==> src/rtl/cic_pkg.sv <==
// Shared constants, state encoding and helpers for the CIC decimation sequencer.
package cic_pkg;

  // Defaults matching the FM receive chain's CIC filter
  localparam int CIC_R_MAX     = 16;
  localparam int CIC_R_DEFAULT = 5;
  localparam int CIC_ORDER     = 3;
  localparam int CIC_FLUSH_LEN = 2;

  // Sequencer phases: clear the filter, wait for the combs to settle, then run
  typedef enum logic [1:0] {
    FLUSH  = 2'd0,
    SETTLE = 2'd1,
    RUN    = 2'd2
  } state_t;

  // Ceiling log2 with a fixed loop bound so it stays elaboration-friendly
  function automatic int cic_clog2(input int value);
    int n;
    n = 0;
    for (int i = 0; i < 31; i++) begin
      if ((1 << i) < value) begin
        n = i + 1;
      end
    end
    return n;
  endfunction

  // Bit growth of the driven CIC: input width plus ORDER * ceil(log2(R))
  function automatic int cic_out_width(input int width, input int r, input int order);
    return width + order * cic_clog2(r);
  endfunction

endpackage

==> src/rtl/cic_phase_counter.sv <==
// Modulo-N phase counter: counts input strobes and flags the last phase of each decimation period.
module cic_phase_counter #(
  parameter int W = 5
) (
  input  logic         clk,
  input  logic         reset,
  input  logic         i_clr,
  input  logic         i_en,
  input  logic [W-1:0] i_mod,
  output logic         o_tc
);

  logic [W-1:0] r_phase;

  // Terminal count is the phase that precedes the wrap back to zero
  assign o_tc = (r_phase == (i_mod - W'(1)));

  // Clear wins over enable so a ratio reload always restarts the period at phase 0
  always_ff @(posedge clk or posedge reset) begin
    if (reset) begin
      r_phase <= '0;
    end else if (i_clr) begin
      r_phase <= '0;
    end else if (i_en) begin
      if (o_tc) begin
        r_phase <= '0;
      end else begin
        r_phase <= r_phase + W'(1);
      end
    end
  end

endmodule

==> src/rtl/cic_decim_sequencer.sv <==
// CIC decimation sequencer: drives integrator enable, decimation strobe and output
// qualification, with run-time ratio reload, filter flush and comb settling mask.
module cic_decim_sequencer
  import cic_pkg::*;
#(
  parameter int R_MAX     = CIC_R_MAX,
  parameter int R_DEFAULT = CIC_R_DEFAULT,
  parameter int ORDER     = CIC_ORDER,
  parameter int FLUSH_LEN = CIC_FLUSH_LEN
) (
  input  logic                       clk,
  input  logic                       reset,
  input  logic                       en_src,
  input  logic [$clog2(R_MAX+1)-1:0] cfg_r,
  input  logic                       cfg_load,
  output logic                       cfg_err,
  output logic                       filter_clr,
  output logic                       en_in,
  output logic                       en_out,
  output logic                       valid,
  output logic                       busy,
  output logic [$clog2(R_MAX+1)-1:0] r_active
);

  localparam int RW = $clog2(R_MAX + 1);
  localparam int FW = (FLUSH_LEN > 1) ? $clog2(FLUSH_LEN) : 1;
  localparam int SW = (ORDER > 1) ? $clog2(ORDER) : 1;

  state_t        r_state;
  state_t        w_stateNext;
  logic [FW-1:0] r_flushCnt;
  logic [FW-1:0] w_flushCntNext;
  logic [SW-1:0] r_settleCnt;
  logic [SW-1:0] w_settleCntNext;

  logic w_loadOk;
  logic w_loadBad;
  logic w_running;
  logic w_tc;
  logic w_strobeIn;
  logic w_strobeOut;
  logic w_phaseClr;

  // A load is honoured only for ratios 1..R_MAX; anything else just raises cfg_err
  assign w_loadOk  = cfg_load && (cfg_r != '0) && (cfg_r <= RW'(R_MAX));
  assign w_loadBad = cfg_load && !w_loadOk;

  // Strobes pass only outside FLUSH, and a source strobe coinciding with a reload is dropped
  assign w_running   = (r_state != FLUSH);
  assign w_strobeIn  = en_src && w_running && !w_loadOk;
  assign w_strobeOut = w_strobeIn && w_tc;
  assign w_phaseClr  = (r_state == FLUSH) || w_loadOk;

  cic_phase_counter #(
    .W(RW)
  ) u_phaseCounter (
    .clk   (clk),
    .reset (reset),
    .i_clr (w_phaseClr),
    .i_en  (w_strobeIn),
    .i_mod (r_active),
    .o_tc  (w_tc)
  );

  // Next-state logic: reload forces a fresh flush, FLUSH times out, SETTLE counts decimated strobes
  always_comb begin
    w_stateNext     = r_state;
    w_flushCntNext  = r_flushCnt;
    w_settleCntNext = r_settleCnt;
    if (w_loadOk) begin
      w_stateNext     = FLUSH;
      w_flushCntNext  = '0;
      w_settleCntNext = '0;
    end else begin
      case (r_state)
        FLUSH: begin
          if (r_flushCnt == FW'(FLUSH_LEN - 1)) begin
            w_stateNext    = SETTLE;
            w_flushCntNext = '0;
          end else begin
            w_flushCntNext = r_flushCnt + FW'(1);
          end
          w_settleCntNext = '0;
        end
        SETTLE: begin
          if (w_strobeOut) begin
            if (r_settleCnt == SW'(ORDER - 1)) begin
              w_stateNext     = RUN;
              w_settleCntNext = '0;
            end else begin
              w_settleCntNext = r_settleCnt + SW'(1);
            end
          end
        end
        RUN: begin
          w_stateNext = RUN;
        end
        default: begin
          w_stateNext = FLUSH;
        end
      endcase
    end
  end

  // State, counters and all outputs are registered; clear/busy follow the state being entered
  always_ff @(posedge clk or posedge reset) begin
    if (reset) begin
      r_state     <= FLUSH;
      r_flushCnt  <= '0;
      r_settleCnt <= '0;
      r_active    <= RW'(R_DEFAULT);
      filter_clr  <= 1'b1;
      busy        <= 1'b1;
      en_in       <= 1'b0;
      en_out      <= 1'b0;
      valid       <= 1'b0;
      cfg_err     <= 1'b0;
    end else begin
      r_state     <= w_stateNext;
      r_flushCnt  <= w_flushCntNext;
      r_settleCnt <= w_settleCntNext;
      if (w_loadOk) begin
        r_active <= cfg_r;
      end
      filter_clr <= (w_stateNext == FLUSH);
      busy       <= (w_stateNext != RUN);
      en_in      <= w_strobeIn;
      en_out     <= w_strobeOut;
      valid      <= w_strobeOut && (r_state == RUN);
      cfg_err    <= w_loadBad;
    end
  end

endmodule
==> config.mk <==
export PLATFORM = sky130hd
export DESIGN_NAME = cic_decim_sequencer
export DESIGN_NICKNAME = d
export VERILOG_FILES = /design/src/rtl/cic_pkg.sv /design/src/rtl/cic_phase_counter.sv /design/src/rtl/cic_decim_sequencer.sv
export SDC_FILE = /design/constraint.sdc
export NUM_CORES = 1
export LEC_CHECK = 0
export CORE_MARGIN = 2
export CORE_UTILIZATION = 45
export CTS_BUF_LIST = sky130_fd_sc_hd__clkbuf_8
export CTS_CLUSTER_DIAMETER = 60
export DETAILED_ROUTE_END_ITERATION = 10
export PLACE_DENSITY = 0.7
export SLEW_MARGIN = 20
export SYNTH_ARGS = -nofsm -noshare
export SYNTH_HDL_FRONTEND = slang
export SYNTH_SLANG_ARGS = --single-unit
==> constraint.sdc <==
create_clock -name clk -period 2.9 [get_ports clk]
set_input_delay 0.29 -clock clk [delete_from_list [all_inputs] [get_ports clk]]
set_output_delay 0.29 -clock clk [all_outputs]
set_load 0.005 [all_outputs]
==> results_dict.tcl, run 1 <==
set metrics [dict create \
    slew_viol_final 0 \
    die_h_microns 54.3 \
    start_util_pct 46.9 \
    hold_buffers 0 \
    htree_levels 1 \
    drive_above_1_share_pct 15.6 \
    vias 902 \
    hp-class "in -> async" \
    slew_headroom_pct 46.0 \
    tns_ps 0 \
    ys_seq_elements 21 \
    startpoint_type "register" \
    powerDensity_mw_per_mm2 566 \
    cts_buffers 3 \
    min_period_ps 2260 \
    die_w_microns 54.3 \
    vias_per_cell 5.71 \
    power.static_leakage_nw 0.551 \
    place_inst 154 \
    die-area_sq_mm 0.00295 \
    cts_sinks 21 \
    syn_to_final_growth_pct 21.2 \
    skew_ps 6.84 \
    synth_fp_nets 119 \
    r2r_cells 6 \
    io_buffers 19 \
    synth-edff-count 0 \
    clkLatencyLatePin_ps 260 \
    min_period_over_period_pct 77.9 \
    r2r_slack_ps 640 \
    ant_nets 0 \
    drt-met1-wl_microns 1040 \
    met3RoutedLength_microns 92 \
    rsz0062_at_grt "no" \
    drt_pre_antenna_iters 4 \
    cts_buffer_depth 2 \
    grt_pass1_wl_microns 3720 \
    grt_max_degree 22 \
    arrival_ps 2410 \
    cts_root_buffer "clkbuf_8" \
    async_reset_ff_share_pct 100 \
    synthFlopType "dfrtp_1" \
    synth_area_sq_mm 0.00114 \
    wl_per_cell_microns 14.1 \
    crit_chain "inv_1, ha_1, or3_4, a311oi_1, o22ai_1, a22o_1" \
    clkTransAtPathRegs_ps 80 \
    ios 20 \
    p_total_mw 0.782 \
    post_cts_buffers 0 \
    coreArea_sq_mm 0.00243 \
    maxCapViolCount 0 \
    cpPeakStageDelay_ps 560 \
    critPathCaptureType "register" \
    num_rows 18 \
    drcViolationCount 0 \
    grt.overflow.total 0 \
    grt_pass1_vias 834 \
    yosysUniqueCellTypes 41 \
    clock.fmax_ghz 0.443 \
    critical_path_class "reg -> reg" \
    crit_required_ps 3050 \
    hold_viol 0 \
    cts_resized 0 \
    synthCells 108 \
    path_max_fanout 5 \
    gp_congestion 0.802 \
    vdd_drop_max_mv 0.432 \
    dp_slack_ps 629 \
    routed.top_layer "met4" \
    fill_cells 220 \
    dpl.hpwl_microns 1670 \
    outcome "finished clean" \
    cts_tree "done" \
    cpMaxStageDelayCell "dfstp_2" \
    synth-warning-count 0 \
    track_usage_pct 17.6 \
    wl_met2_microns 1080 \
    yosysTopAreaCellShare_pct 37.3 \
    antenna_found_initial 0 \
    finalWorstSetupSlack_ps 640 \
    seq_area_frac_synth_pct 46.5 \
    first_iter_violations 13 \
    finalSetupViolations 0 \
    instances_no_fill 158 \
    synth_top_cell_by_area "dfrtp_1" \
    final_nets 140 \
    max_slew.worst_pin.slew_ps 809 \
    ys_top_cells_by_area "dfrtp_1 37%, dfstp_2 9.2%, nor4_4 3.7%, nand2_1 3.6%, nand3_1 3.1%" \
    avgSynthCellArea_sq_um 10.6 \
    postLayoutCoreUtil_pct 56.8 \
    wl_microns 2230 \
    n_antenna_cell 0 \
]
cell type report:
| type | count | area, sq um | share of cell area, % |
|---|---|---|---|
| Clock inverter | 1 | 5.00 | 0.362 |
| Inverter | 4 | 15.0 | 1.09 |
| Multi-Input combinational cell | 80 | 562 | 40.7 |
| Tap cell | 30 | 37.5 | 2.72 |
| Sequential cell | 21 | 531 | 38.4 |
| Clock buffer | 3 | 41.3 | 2.99 |
| Timing Repair Buffer | 19 | 190 | 13.8 |
per-stage QoR:
stage,instance area (sq um),hold slack (ps)
6_report,1380,480
3_5_place_dp,1340,548
2_1_floorplan,1140,264
3_3_place_gp,1340,541
5_1_grt,1380,565
4_1_cts,1380,510
cell usage after synthesis (3+ instances only):
master	instances
nor3_1	3
nand3_1	7
a31oi_1	4
mux2_2	3
a21oi_1	6
nor2_1	6
nand2_1	11
xnor2_1	3
dfrtp_1	17
dfstp_2	4
inv_1	4
o21ai_0	3
cell usage in the layout (no fill, tap or decap), drive strengths merged, types with 2 or more instances in the layout:
| cell type | synthesis | routed |
|---|---|---|
| clkdlybuf4s50 | 0 | 19 |
| dfrtp | 17 | 17 |
| nand2 | 11 | 11 |
| nand3 | 7 | 7 |
| a21oi | 6 | 6 |
| nor2 | 6 | 6 |
| o21ai | 6 | 6 |
| inv | 4 | 4 |
| a31oi | 4 | 4 |
| dfstp | 4 | 4 |
| mux2 | 3 | 3 |
| xnor2 | 3 | 3 |
| nor3 | 3 | 3 |
| clkbuf | 1 | 3 |
| or3 | 3 | 3 |
| nor4 | 2 | 2 |
| nand2b | 2 | 2 |
| xor2 | 2 | 2 |
| a22o | 2 | 2 |
| or4 | 2 | 2 |
| ha | 2 | 2 |
| nor2b | 2 | 2 |
critical path, delay by kind of cell (launching register included):
kind,cells,cell delay (ps)
adder cells (fa/ha/maj),1,220
AO/OA/AOI/OAI,3,910
flip-flops,1,560
buffers and inverters,1,60
AND/OR/NAND/NOR,1,400
registers in the layout (all words and copies together), names as in the netlist:
signal	flops
cfg_err	1
r_state	2
valid	1
en_out	1
u_phaseCounter.r_phase	5
filter_clr	1
r_settleCnt	2
r_active	5
busy	1
en_in	1
r_flushCnt	1
path summary, 6_finish.rpt:
| kind | start | to |
|---|---|---|
| worst min register to register | r_active[0] | r_active[0] |
| min in group clk | r_active[0] | r_active[0] |
| worst max-delay path | r_active[0] | r_settleCnt[1] |
| worst min-delay path | reset | r_active[3] |
| worst max register to register | r_active[0] | r_settleCnt[1] |
| max in group asynchronous | reset | valid |
routing by layer:
metal  vias up  track usage (%)
li1        434                -
met1       439             22.7
met2        27             29.1
met3         2             1.91
met4         0             8.75
met5         -                0
report_power, final:
group / internal, mW / switching (mW) / total [mW] / leakage [nW]
clock network: 0.0956 / 0.0960 / 0.192 / 0.0255
logic: 0.105 / 0.102 / 0.208 / 0.257
registers: 0.339 / 0.0443 / 0.383 / 0.268
total: 0.539 / 0.243 / 0.782 / 0.551
cell families after synthesis:
group	count (synthesis)	synth area share (%)
AO/OA/AOI/OAI	24	14.6
XOR/XNOR	5	3.84
adder cells (fa/ha/maj)	2	2.20
buffers and inverters	7	4.17
flip-flops	21	46.5
multiplexers	3	2.96
AND/OR/NAND/NOR	46	25.7
(Power assumes the default switching activity.)
==> run 2, diff against run 1 <==
PLACE_DENSITY = 0.73   (was 0.7)
clock period = 1.8 ns   (was 2.9 ns; I/O delays follow)
==> results_dict.tcl, run 2 (synthesis results as in run 1) <==
set metrics [dict create \
    io_buffers 19 \
    die-area_sq_mm 0.00295 \
    arrival_ps 2230 \
    syn_to_final_growth_pct 42.3 \
    drive_above_1_share_pct 34.0 \
    powerDensity_mw_per_mm2 878 \
    startpoint_type "register" \
    num_rows 18 \
    layout_common_cells "19 x clkdlybuf4s50_1, 19 x buf_4, 17 x dfrtp_1, 11 x nand2_1, 6 x nand3_1" \
    cpPeakStageDelay_ps 540 \
    wl_microns 2570 \
    r2r-end "u_phaseCounter.r_phase[3]" \
    final_nets 162 \
    power.static_leakage_nw 0.672 \
    dpl.hpwl_microns 1970 \
    crit_required_ps 1990 \
    cpMaxStageDelayCell "dfstp_2" \
    n_antenna_cell 0 \
    start_util_pct 46.9 \
    drt_pre_antenna_iters 4 \
    finalWorstSetupSlack_ps -247 \
    grt_pass1_vias 1009 \
    cts_sinks 21 \
    hold_viol 0 \
    clkLatencyLatePin_ps 260 \
    antenna_found_initial 0 \
    swShare_pct 31.2 \
    grt_util_met3_pct 2.46 \
    power.internal_mw 0.980 \
    power.switching_mw 0.444 \
    min_period_ps 2050 \
    clkTransAtPathRegs_ps 70 \
    slew_viol_final 0 \
    met1_usage_pct 21.6 \
    die_h_microns 54.3 \
    maxCapViolCount 0 \
    skew_ps 0.965 \
    track_usage_pct 20.6 \
    stdcell_area_sq_mm 0.00162 \
    violations "setup timing" \
    crit_chain "inv_2, ha_4, nor4bb_1, o211ai_1, a311oi_2, buf_4, or4_4, a31oi_1" \
    coreArea_sq_mm 0.00243 \
    ant_nets 0 \
    first_iter_violations 13 \
    comb_power_share_pct 35.8 \
    cts_buffer_depth 2 \
    hp-class "in -> async" \
    ios 20 \
    gp_congestion 0.797 \
    outcome "finished with violations" \
    cts_buffers 3 \
    critical_path_class "reg -> reg" \
    wl_per_cell_microns 14.3 \
    htree_levels 1 \
    pwr-share-clk_pct 21.6 \
    max_slew.worst_pin.slew_ps 376 \
    vias_per_cell 5.43 \
    critPathCaptureType "register" \
    rsz0062_at_grt "yes" \
    slew_headroom_pct 74.9 \
    p_total_mw 1.42 \
    hold_buffers 0 \
    grt.overflow.total 0 \
    vias 978 \
    fill_cells 195 \
    min_period_over_period_pct 114 \
    grt_max_degree 18 \
    whs_ps 109 \
    cts_tree "done" \
    die_w_microns 54.3 \
    vdd_drop_max_mv 0.908 \
    p_seq_share_pct 42.6 \
    r2r_slack_ps -250 \
    grt_busiest_layer "met2" \
    finalSetupViolations 12 \
    dpl_cell_area_sq_mm 0.00150 \
    clock.fmax_ghz 0.488 \
    largestRegisters "r_active (5), u_phaseCounter.r_phase (5)" \
    grt_pass1_wl_microns 4260 \
    met2_usage_pct 39.4 \
    r2r-start "r_active[0]" \
    r2r_cells 8 \
    path_max_fanout 4 \
    cts_root_buffer "clkbuf_8" \
    drcViolationCount 0 \
]
run 2: cell count changes in the layout (fill, tap and decap cells not counted), sizes merged:
cell | previous run | this run
buf | 0 | 22
run 2: worst max path at each step:
| stage | startpoint | end | cells after the start |
|---|---|---|---|
| 6_report | r_active[0] | u_phaseCounter.r_phase[3] | 8 |
| 5_1_grt | r_active[0] | u_phaseCounter.r_phase[4] | 8 |
| 4_1_cts | r_active[0] | u_phaseCounter.r_phase[3] | 8 |
| 3_5_place_dp | r_active[0] | r_settleCnt[1] | 7 |
| 3_3_place_gp | r_active[0] | r_settleCnt[1] | 7 |
| 2_1_floorplan | r_active[0] | r_settleCnt[0] | 7 |
run 2: metal layers:
layer	vias up	wire length [microns]
li1	481	-
met1	480	1050
met2	13	1400
met3	4	57
met4	0	56
met5	-	0
run 2: cell type report:
| type | instances | area (sq um) | area share (%) |
|---|---|---|---|
| flip-flops and latches | 21 | 531 | 32.7 |
| repair buffers | 41 | 367 | 22.6 |
| clock inverters | 1 | 5.00 | 0.309 |
| well taps | 30 | 37.5 | 2.31 |
| multi-input cells | 80 | 626 | 38.6 |
| inverters | 4 | 15.0 | 0.926 |
| clock buffers | 3 | 41.3 | 2.55 |
run 2: worst max-delay path, delay by kind of cell (launching register included):
kind / cells / cell delay, ps
flip-flops: 1 / 540
AND/OR/NAND/NOR: 2 / 530
AO/OA/AOI/OAI: 3 / 520
buffers and inverters: 2 / 230
adder cells (fa/ha/maj): 1 / 150
run 2: repair_timing:
| item | 4_1_cts | 5_1_grt |
|---|---|---|
| gates cloned | 0 | 0 |
| setup endpoints to repair | 12 | 12 |
| resized for setup | 9 | 5 |
| pin swaps | 6 | 1 |
| setup buffers | 1 | 2 |
run 2: stage by stage:
stage / utilization [%] / setup slack [ps] / setup TNS, ps / instances
after floorplan: - / -181 / -905 / 108
after global placement: 61.8 / -184 / -1600 / 174
after detailed placement: 61.8 / -240 / -2520 / 174
after CTS: 65.5 / -241 / -1610 / 179
after global routing: 66.7 / -320 / -2870 / 180
final: 66.7 / -247 / -1980 / 180
run 2: power by group through the flow:
stage / registers [mW] / clock network, mW / logic (mW)
after floorplan: 0.599 / 0 / 0.249
after global placement: 0.611 / 0 / 0.436
after detailed placement: 0.615 / 0 / 0.455
after CTS: 0.607 / 0.311 / 0.490
after global routing: 0.616 / 0.325 / 0.558
final: 0.606 / 0.308 / 0.510
==> edit (config.mk and constraints of run 1) <==
Re-encode `state_t` (3 states) as one-hot, 3 bits wide.
--- a/src/rtl/cic_pkg.sv
+++ b/src/rtl/cic_pkg.sv
@@ -8,10 +8,10 @@
   localparam int CIC_FLUSH_LEN = 2;
 
   // Sequencer phases: clear the filter, wait for the combs to settle, then run
-  typedef enum logic [1:0] {
-    FLUSH  = 2'd0,
-    SETTLE = 2'd1,
-    RUN    = 2'd2
+  typedef enum logic [2:0] {
+    FLUSH  = 3'b001,
+    SETTLE = 3'b010,
+    RUN    = 3'b100
   } state_t;
 
   // Ceiling log2 with a fixed loop bound so it stays elaboration-friendly
Check against the original RTL: same outputs for any inputs over 10 cycles, from zero or initial values and one cycle with reset high; not proved beyond that.
==> edit against run 1 <==
Via count is 8.1% higher. Hold slack better by 0.011 ns. Wire length increased by 12%. Total power grew 22%. Setup slack worse by 0.086 ns. Global-route usage up 0.14 points. Synthesized area up 3.8%. Design area up 5.1%. Sequential cell count up 1. Critical endpoint is now busy$_DFF_PP1_. Largest power group unchanged.
==> edit: results (changes against run 1) <==
qor: status.outcome complete, no violations
qor: power_and_ir_drop.power.ir.vdd_worst 0.396 mV [-8.4%]
qor: synthesis.synth_common_cells sky130_fd_sc_hd__dfrtp_1 (17), sky130_fd_sc_hd__inv_1 (11), sky130_fd_sc_hd__a21oi_1 (10)
qor: route.firstDrtPassIters 5 [+1]
qor: synthesis.synth_sequential_area_ratio 0.470 [+0.00498]
qor: grt.grt_use_met1 0.212 [-0.0151]
qor: route.top_layer_in_use met4
qor: placed_design.place_area 1410 um2 [+5.3%]
qor: grt.global_route.usage.met3 0.0422 [+0.0230]
qor: route.detailroute.wirelength.met3 149 um [+62%]
qor: sta.timing.slew.headroom 0.448 [-0.0127]
qor: power_and_ir_drop.net_switching_power_figure 0.000326 W [+34%]
qor: placed_design.gp_congestion 0.909 [+13%]
qor: grt.grt.total_usage 0.177 [+0.00144]
qor: cts.cts.repair.resized 0 [unchanged]
qor: cells_and_area.finalNetCount 155 [+11%]
qor: cells_and_area.fin_cells 173 [+9.5%]
qor: synthesis.post_synth_inst_count 122 [+13%]
qor: cells_and_area.post-route-util 0.586 [+0.0180]
qor: cts.clkSinkCount 22 [+4.8%]
qor: grt.number_of_global_route_vias_before_repair 976 [+17%]
qor: synthesis.synthDistinctLibCells 34 [-17%]
qor: cells_and_area.nNonClkBuffers 20 [+1]
qor: route.totalWireLength 2500 um [+12%]
qor: route.drtIter0Drc 16 [+3]
qor: cells_and_area.sequential_share_of_cell_area 0.384 [-0.000438]
qor: cells_and_area.num-fill-cells 247 [+12%]
qor: sta.final.setup_skew 0.00134 ns [-0.00550 ns]
qor: placed_design.placement.setup.worst_slack 0.549 ns [-0.0798 ns]
qor: grt.largest_net_degree_at_the_start_of_global_routing 23 [+4.5%]
qor: route.met1_length 1070 um [+3.6%]
qor: worst_setup_path.crit_arrival 2.54 ns [+0.13 ns]
qor: grt.global_route_wire_length_before_repair 4330 um [+17%]
qor: placed_design.detailedPlacementHpwl 1880 um [+13%]
qor: cells_and_area.drive_gt1_frac 0.105 [-0.0514]
qor: synthesis.synthesis.nets 133 [+12%]
qor: cells_and_area.inv_count 11 [+7]
qor: cells_and_area.clock_tree_area_fraction 0.0310 [-0.00248]
qor: power_and_ir_drop.power.density_cell_area 660 nW/um2 [+16%]
qor: power_and_ir_drop.power.static_leakage 0.571 nW [+3.6%]
qor: route.post_drt_via_cell_ratio 5.64 [-1.3%]
qor: synthesis.synth_top_cells_by_area sky130_fd_sc_hd__dfrtp_1 (36%), sky130_fd_sc_hd__dfstp_2 (11%), sky130_fd_sc_hd__a21oi_1 (4.2%)
qor: power_and_ir_drop.comb-power 0.000335 W [+61%]
qor: cells_and_area.reg_top3 r_active x5, u_phaseCounter.r_phase x5, r_state x3
qor: route.route.met2.wl 1230 um [+14%]
qor: synthesis.ys_warn_count 0 [unchanged]
qor: synthesis.async_reset_ff_frac 1.00 [unchanged]
qor: cells_and_area.buffer_share_of_cell_area 0.136 [-0.00147]
qor: cells_and_area.multi_input_cells 86 [+7.5%]
-- edit: logic make-up after synthesis --
kind of cell    after synthesis  share of synthesized area
mux                           4                     0.0381
xor+xnor                      8                     0.0592
compound gates               30                      0.153
flops                        22                      0.470
buf+inv                      14                     0.0455
fa+ha+maj                     2                     0.0211
simple gates                 42                      0.212
-- edit: path summary, 6_finish.rpt --
check	startpoint	end	slack, ns	cells past startpoint
worst max-delay path	r_active[0]$_DFFE_PP1P_	busy$_DFF_PP1_	0.55	7
worst min-delay path	reset	u_phaseCounter.r_phase[0]$_DFFE_PP0P_	0.49	2
worst max register to register	r_active[0]$_DFFE_PP1P_	busy$_DFF_PP1_	0.55	7
worst min register to register	r_flushCnt$_DFFE_PP0N_	r_flushCnt$_DFFE_PP0N_	0.55	2
max in group asynchronous	reset	r_flushCnt$_DFFE_PP0N_	1.90	2
min in group clk	r_flushCnt$_DFFE_PP0N_	r_flushCnt$_DFFE_PP0N_	0.55	2
